### src/rtl/alu_op_sequencer.sv
// alu_op_sequencer: FIFO-buffered issuer of {sel,A,B} ops to a clocked ALU, with a result strobe/tag aligned to ALU_Out.
// Optional ALU_SEQ_STATS_EN adds issue_count/drop_count statistics ports.
module alu_op_sequencer #(
  parameter int DEPTH = 8,
  parameter int TAG_W = 4
) (
  input  logic                     clk,
  input  logic                     rst_n,
  input  logic                     en,
  input  logic                     flush,
  input  logic                     in_valid,
  output logic                     in_ready,
  input  logic [3:0]               in_sel,
  input  logic [7:0]               in_a,
  input  logic [7:0]               in_b,
  output logic [3:0]               alu_sel,
  output logic [7:0]               alu_a,
  output logic [7:0]               alu_b,
  output logic                     res_valid,
  output logic [TAG_W-1:0]         res_tag,
`ifdef ALU_SEQ_STATS_EN
  output logic [15:0]              issue_count,
  output logic [7:0]               drop_count,
`endif
  output logic [$clog2(DEPTH):0]   fifo_count
);
  localparam int AW = $clog2(DEPTH);
  typedef enum logic [1:0] {IDLE, ISSUE, FLUSH} state_t;
  state_t state;
  logic [19:0] mem [DEPTH];
  logic [AW:0] wp, rp, level_next;
  logic full, empty, push, pop, iss_v;
  logic [TAG_W-1:0] tag, iss_tag;
  assign empty = wp == rp;
  assign full = (wp[AW] != rp[AW]) && (wp[AW-1:0] == rp[AW-1:0]);
  assign in_ready = !full && !flush;
  assign push = in_valid && in_ready;
  assign pop = en && !empty && !flush && state != FLUSH;
  assign fifo_count = wp - rp;
  assign level_next = fifo_count + (AW+1)'(push) - (AW+1)'(pop);
  always_ff @(posedge clk)
    if (push) mem[wp[AW-1:0]] <= {in_sel, in_a, in_b};
  // iss_v/iss_tag model the ALU's one-cycle register so res_* line up with ALU_Out
  always_ff @(posedge clk or negedge rst_n)
    if (!rst_n) begin
      state <= IDLE;
      wp <= '0;
      rp <= '0;
      alu_sel <= '0;
      alu_a <= '0;
      alu_b <= '0;
      tag <= '0;
      iss_tag <= '0;
      iss_v <= 1'b0;
      res_valid <= 1'b0;
      res_tag <= '0;
    end else if (flush) begin
      state <= FLUSH;
      wp <= '0;
      rp <= '0;
      iss_v <= 1'b0;
      res_valid <= 1'b0;
    end else begin
      if (push) wp <= wp + (AW+1)'(1);
      if (pop) begin
        rp <= rp + (AW+1)'(1);
        {alu_sel, alu_a, alu_b} <= mem[rp[AW-1:0]];
        iss_tag <= tag;
        tag <= tag + TAG_W'(1);
      end
      iss_v <= pop;
      res_valid <= iss_v;
      if (iss_v) res_tag <= iss_tag;
      state <= (pop && level_next != '0) ? ISSUE : IDLE;
    end
`ifdef ALU_SEQ_STATS_EN
  always_ff @(posedge clk or negedge rst_n)
    if (!rst_n) begin
      issue_count <= '0;
      drop_count <= '0;
    end else begin
      if (pop && issue_count != 16'hFFFF) issue_count <= issue_count + 16'd1;
      if (in_valid && full && !flush && drop_count != 8'hFF) drop_count <= drop_count + 8'd1;
    end
`endif
endmodule

### config.mk
export PLATFORM = sky130hd
export DESIGN_NAME = alu_op_sequencer
export DESIGN_NICKNAME = d
export VERILOG_FILES = /design/src/rtl/alu_op_sequencer.sv
export SDC_FILE = /design/constraint.sdc
export NUM_CORES = 1
export LEC_CHECK = 0
export CELL_PAD_IN_SITES_DETAIL_PLACEMENT = 0
export CELL_PAD_IN_SITES_GLOBAL_PLACEMENT = 1
export CORE_MARGIN = 5
export CORE_UTILIZATION = 25
export DETAILED_ROUTE_END_ITERATION = 16
export PLACE_DENSITY_LB_ADDON = 0.1
export SLEW_MARGIN = 20
export SYNTH_ARGS = -nofsm -noshare
export SYNTH_HDL_FRONTEND = slang
export SYNTH_SLANG_ARGS = --single-unit
### constraint.sdc
create_clock -name clk -period 4.4 [get_ports clk]
set_input_delay 1.1 -clock clk [delete_from_list [all_inputs] [get_ports clk]]
set_output_delay 1.1 -clock clk [all_outputs]
set_load 0.02 [all_outputs]
# After elaboration in Yosys (flattened, before gate mapping)
# Memory sizes are Yosys's and may differ from the RTL's. A register that Yosys moved wholly into a read port is not among the register bits.
# Index checks and enable logic that the tools add are counted.
dict set report word_totals {
  reg_bits 24
  ram_bits 160
  in_bits 25
  wordCells 46
  memories 1
}
dict set report classes {
  add_sub_neg 6
  n_eq_ne 4
  n_mux 10
  n_bitwise 1
  reduce_logical 16
}
# name words word_bits rd rd_ports_with_merged_regs wr line_no
set memory_table {}
lappend memory_table {mem 8 20 1 1 1 30} ;# logic [19:0] mem [DEPTH];
# cell count
set ops {}
lappend ops {{4-bit two-way mux} 4}
lappend ops {{4-bit by 1-bit adder with 4-bit output (second input constant)} 3}
lappend ops {{1-bit logical AND} 7}
lappend ops {{1-bit two-way mux} 5}
lappend ops {{4-bit by 1-bit adder with 4-bit output} 1}
lappend ops {{4-bit == test} 1}
lappend ops {{1-bit zero test} 4}
lappend ops {{2-bit AND reduction} 2}
lappend ops {{2-bit nonzero test} 2}
lappend ops {{4-bit nonzero test} 1}
lappend ops {{4-bit by 1-bit subtractor with 4-bit output} 1}
lappend ops {{4-bit subtractor} 1}
lappend ops {{3-bit == test} 1}
lappend ops {{2-bit two-way mux} 1}
lappend ops {{2-bit != test (second input constant)} 1}
lappend ops {{1-bit != test} 1}
lappend ops {{1-bit inverter} 1}

# Logic depth before layout (Yosys ltp)
dict set report logic_depth {
  word_depth 11
  mapped_depth 15
}

# Least setup slack after synthesis
# No wires, ideal clock.
dict set report synth_path {
  path_kind {register to register}
  from {register rp[1]}
  to {memory mem[0][0], enable pin}
  setup_ns 0.448
  t_arrival_ns 3.584
  required_ns 3.952
  path_slack_ns 0.368
  stages_incl_launch_ff 9
  path_cell_list {dfrtp_1 > buf_2 > clkbuf_1 > inv_1 > ha_1 > nand3_1 > o211ai_1 > buf_2 > nor4_1}
}
dict set report synth_between {
  elab_chain_len 7
}
# element line_no
set synth_lines {}
lappend synth_lines {{from (decl)} 31} ;# logic [AW:0] wp, rp, level_next;
lappend synth_lines {{from (signal assigned)} 66} ;# rp <= rp + (AW+1)'(1);
lappend synth_lines {{3-bit == test} 35} ;# assign full = (wp[AW] != rp[AW]) && (wp[AW-1:0] == rp[AW-1:0]);
lappend synth_lines {{1-bit logical AND} 35}
lappend synth_lines {{1-bit zero test} 36} ;# assign in_ready = !full && !flush;
lappend synth_lines {{1-bit logical AND} 36}
lappend synth_lines {{1-bit logical AND} 37} ;# assign push = in_valid && in_ready;
lappend synth_lines {{1-bit two-way mux} 42} ;# if (push) mem[wp[AW-1:0]] <= {in_sel, in_a, in_b};
lappend synth_lines {{1-bit two-way mux (not written as such)} 42}
lappend synth_lines {{to (decl)} 30}
# No other way between the ends.

# Worst setup path in the final report
dict set report layout_path {
  from {register wp[0]}
  to {output fifo_count[2]}
}
dict set report layout_between {
  elab_chain_len 1
}
# element line_no
set layout_lines {}
lappend layout_lines {{from (decl)} 31}
lappend layout_lines {{from (signal assigned)} 64} ;# if (push) wp <= wp + (AW+1)'(1);
lappend layout_lines {{4-bit subtractor} 39} ;# assign fifo_count = wp - rp;
lappend layout_lines {{to (decl)} 25} ;# output logic [$clog2(DEPTH):0] fifo_count
# No other way between the ends.

==> out/qor.yml <==
sta:
  whs_ps: 476
  fin_worst_skew_ps: 18.9
  timing.setup.tns_ps: 0
  report.final.slew_viol_count: 0
  fmax_ghz: 0.260
  setup_viol_count_final: 0
  slew_headroom: 0.379
  period_share: 0.876
  period_needed_ps: 3850
  rsz0062_at_grt: "false"
  worst_pin_slew_ps: 932
  finalHoldViolations: 0
logic_synthesis:
  ys_seq_area_frac: 0.740
  syn-num-nets: 488
  synth_common_cells: "edfxtp_1, nand2_1, dfrtp_1"
  async_flop_share: 0.216
  synth_top_area_cell: "edfxtp_1"
  yosysMostFrequentCell: "edfxtp_1"
  syn-cell-area_mm2: 0.00798
  synth_top_flop_cell: "edfxtp_1"
  ys_warn_count: 0
  synth_area_per_cell_um2: 17.7
  ys_ff_latch: 204
  syn_inst: 451
  synth_edf_count: 160
  ys_top_cells_by_area: "edfxtp_1, dfrtp_1, mux4_2"
  ys_types: 38
  synth_top_area_share: 0.602
place:
  hpwl_um: 10900
  gp_congestion: 0.684
  portBuffers: 54
routing:
  antenna_left: 0
  wl_per_cell_um: 20.1
  totalWireLength_um: 19100
  drc: 0
  met1Wirelength_um: 8580
  highest_layer: "met4"
  viasPerCell: 4.40
  drt_iter0_markers: 139
  first_pass_iters: 4
  dr_wl_met2_um: 9400
  route.vias.total: 4183
  met3_length_um: 754
power:
  power_density_mw_per_mm2: 515
  p_leak_nw: 3.36
  finalPower_mw: 5.07
  ir_drop_mv: 0.287
floorplan:
  initial_core_util: 0.253
  dieArea_mm2: 0.0356
  io_pins: 55
  dieHeight_um: 189
  row_count: 65
  die_x_um: 189
  fp.coreArea_mm2: 0.0316
grt:
  overflow: 0
  antenna_found_initial: 0
  grt_pass1_vias: 4645
  grt_max_degree: 52
  grt_pass1_wl_um: 29400
  grt_util_all_layers: 0.109
cts:
  clockRootBuffer: "clkbuf_16"
  cts_buffer_depth: 3
  path_clk_slew_ps: 60
  cts.hold.buffers_added: 0
  cts_resized: 0
  clock_latency_ps: 520
  cts_htree_levels: 1
  numClockSinks: 204
  cts_tree: "done"
  numCtsBuffers: 25
  post_cts_buffers: 0
cells_and_area:
  multiInputGateArea_mm2: 0.00193
  synthToLayoutAreaGrowth_pct: 23.4
  num_antenna_cells: 0
  nNetsFinal: 567
  seq_area_mm2: 0.00591
  fill_cells: 3105
  drive_above_1_share: 0.202
run:
  max-cap-violations: 0
setup_path:
  r2r_end: "state[0]"
  critical_path_arrival_ps: 2750
  rr_worst_depth: 12
  end_kind: "primary output"
  crit_fanout: 8
  reg2reg_setup_slack_ps: 1140
  start_kind: "flip-flop"
  r2r_start: "wp[0]"
  critical_path_class: "reg -> out"
  worstPathRequired_ps: 3300
min_path:
  whs_path_depth: 2
  hp-start: "iss_tag[0]"
  worstHoldPathType: "reg -> reg"
  hold-path-endpoint: "iss_tag[0]"
status:
  status: "completed"
==> through the flow <==
step	cells	setup WS [ps]	area, um^2	utilization
2_1_floorplan	451	368	7980	-
3_3_place_gp	905	486	9070	0.287
3_5_place_dp	905	322	9070	0.287
4_1_cts	951	506	9850	0.312
5_1_grt	951	397	9850	0.312
6_report	951	547	9850	0.312
==> layout make-up <==
cell class / instances / area share
clock buffers: 39 / 0.0698
clock inverters: 7 / 0.00978
inverters: 15 / 0.00571
multi-input cells: 211 / 0.195
flip-flops and latches: 204 / 0.599
well taps: 402 / 0.0510
repair buffers: 73 / 0.0688
==> layout by cell type, fill, tap and decap left out, types with 2 or more instances in the layout <==
cell	instances
a21o_1	2
a21oi_1	4
a31oi_1	21
buf_4	19
bufinv_16	2
clkbuf_1	13
clkbuf_16	25
clkdlybuf4s50_1	53
clkinv_2	2
clkinv_4	2
dfrtp_1	43
edfxtp_1	160
fa_1	2
ha_1	10
inv_1	13
mux2_2	4
mux4_2	40
nand2_1	60
nand2b_1	2
nand3_1	7
nor2_1	23
nor2_2	3
nor3_2	4
o211ai_1	3
o21ai_0	4
o31ai_1	2
xnor2_1	4
xor2_1	3
==> report_power, final <==
group | switching [mW] | total [mW] | internal, mW
combinational | 0.400 | 0.772 | 0.372
clock | 0.768 | 1.96 | 1.19
sequential | 0.101 | 2.34 | 2.24
==> critical path, stage by stage (launching register included) <==
cell and delay (ps):
dfrtp_1 470, inv_1 150, ha_1 180, inv_1 50, fa_1 370, xor2_1 340, clkdlybuf4s50_1 680
==> registers in the layout, summed over array words and instances (netlist names), 2 cells and up <==
register / cells
alu_sel: 4
res_tag: 4
iss_tag: 4
tag: 4
alu_a: 8
rp: 4
mem: 160
wp: 4
alu_b: 8
state: 2
==> worst max path at each step <==
stage                     startpoint             to  slack [ps]  cells past startpoint
after floorplan                rp[1]      mem[0][0]         370                      8
after global placement         flush       state[0]         490                     11
after detailed placement       flush       state[0]         320                     11
after CTS                      wp[0]  fifo_count[2]         510                      6
after global routing           wp[0]  fifo_count[2]         400                      6
final                          wp[0]  fifo_count[2]         550                      6
==> cell families after synthesis <==
family / Yosys count / share of synthesized area
adders and majority gates: 12 / 0.0207
AOI/OAI and AO/OA: 40 / 0.0332
xor gates and xnor gates: 7 / 0.00768
DFF: 204 / 0.740
buffers and inverters: 36 / 0.0232
and+or+nand+nor: 107 / 0.0556
muxes: 45 / 0.120
==> layer usage <==
metal / track usage / vias to the layer above
met1: 0.143 / 2184
met2: 0.187 / 69
met3: 0.0200 / 29
met4: 0.0289 / 0
li1: - / 1901
met5: 0 / -
No activity file was read; power rests on OpenSTA's default activity.
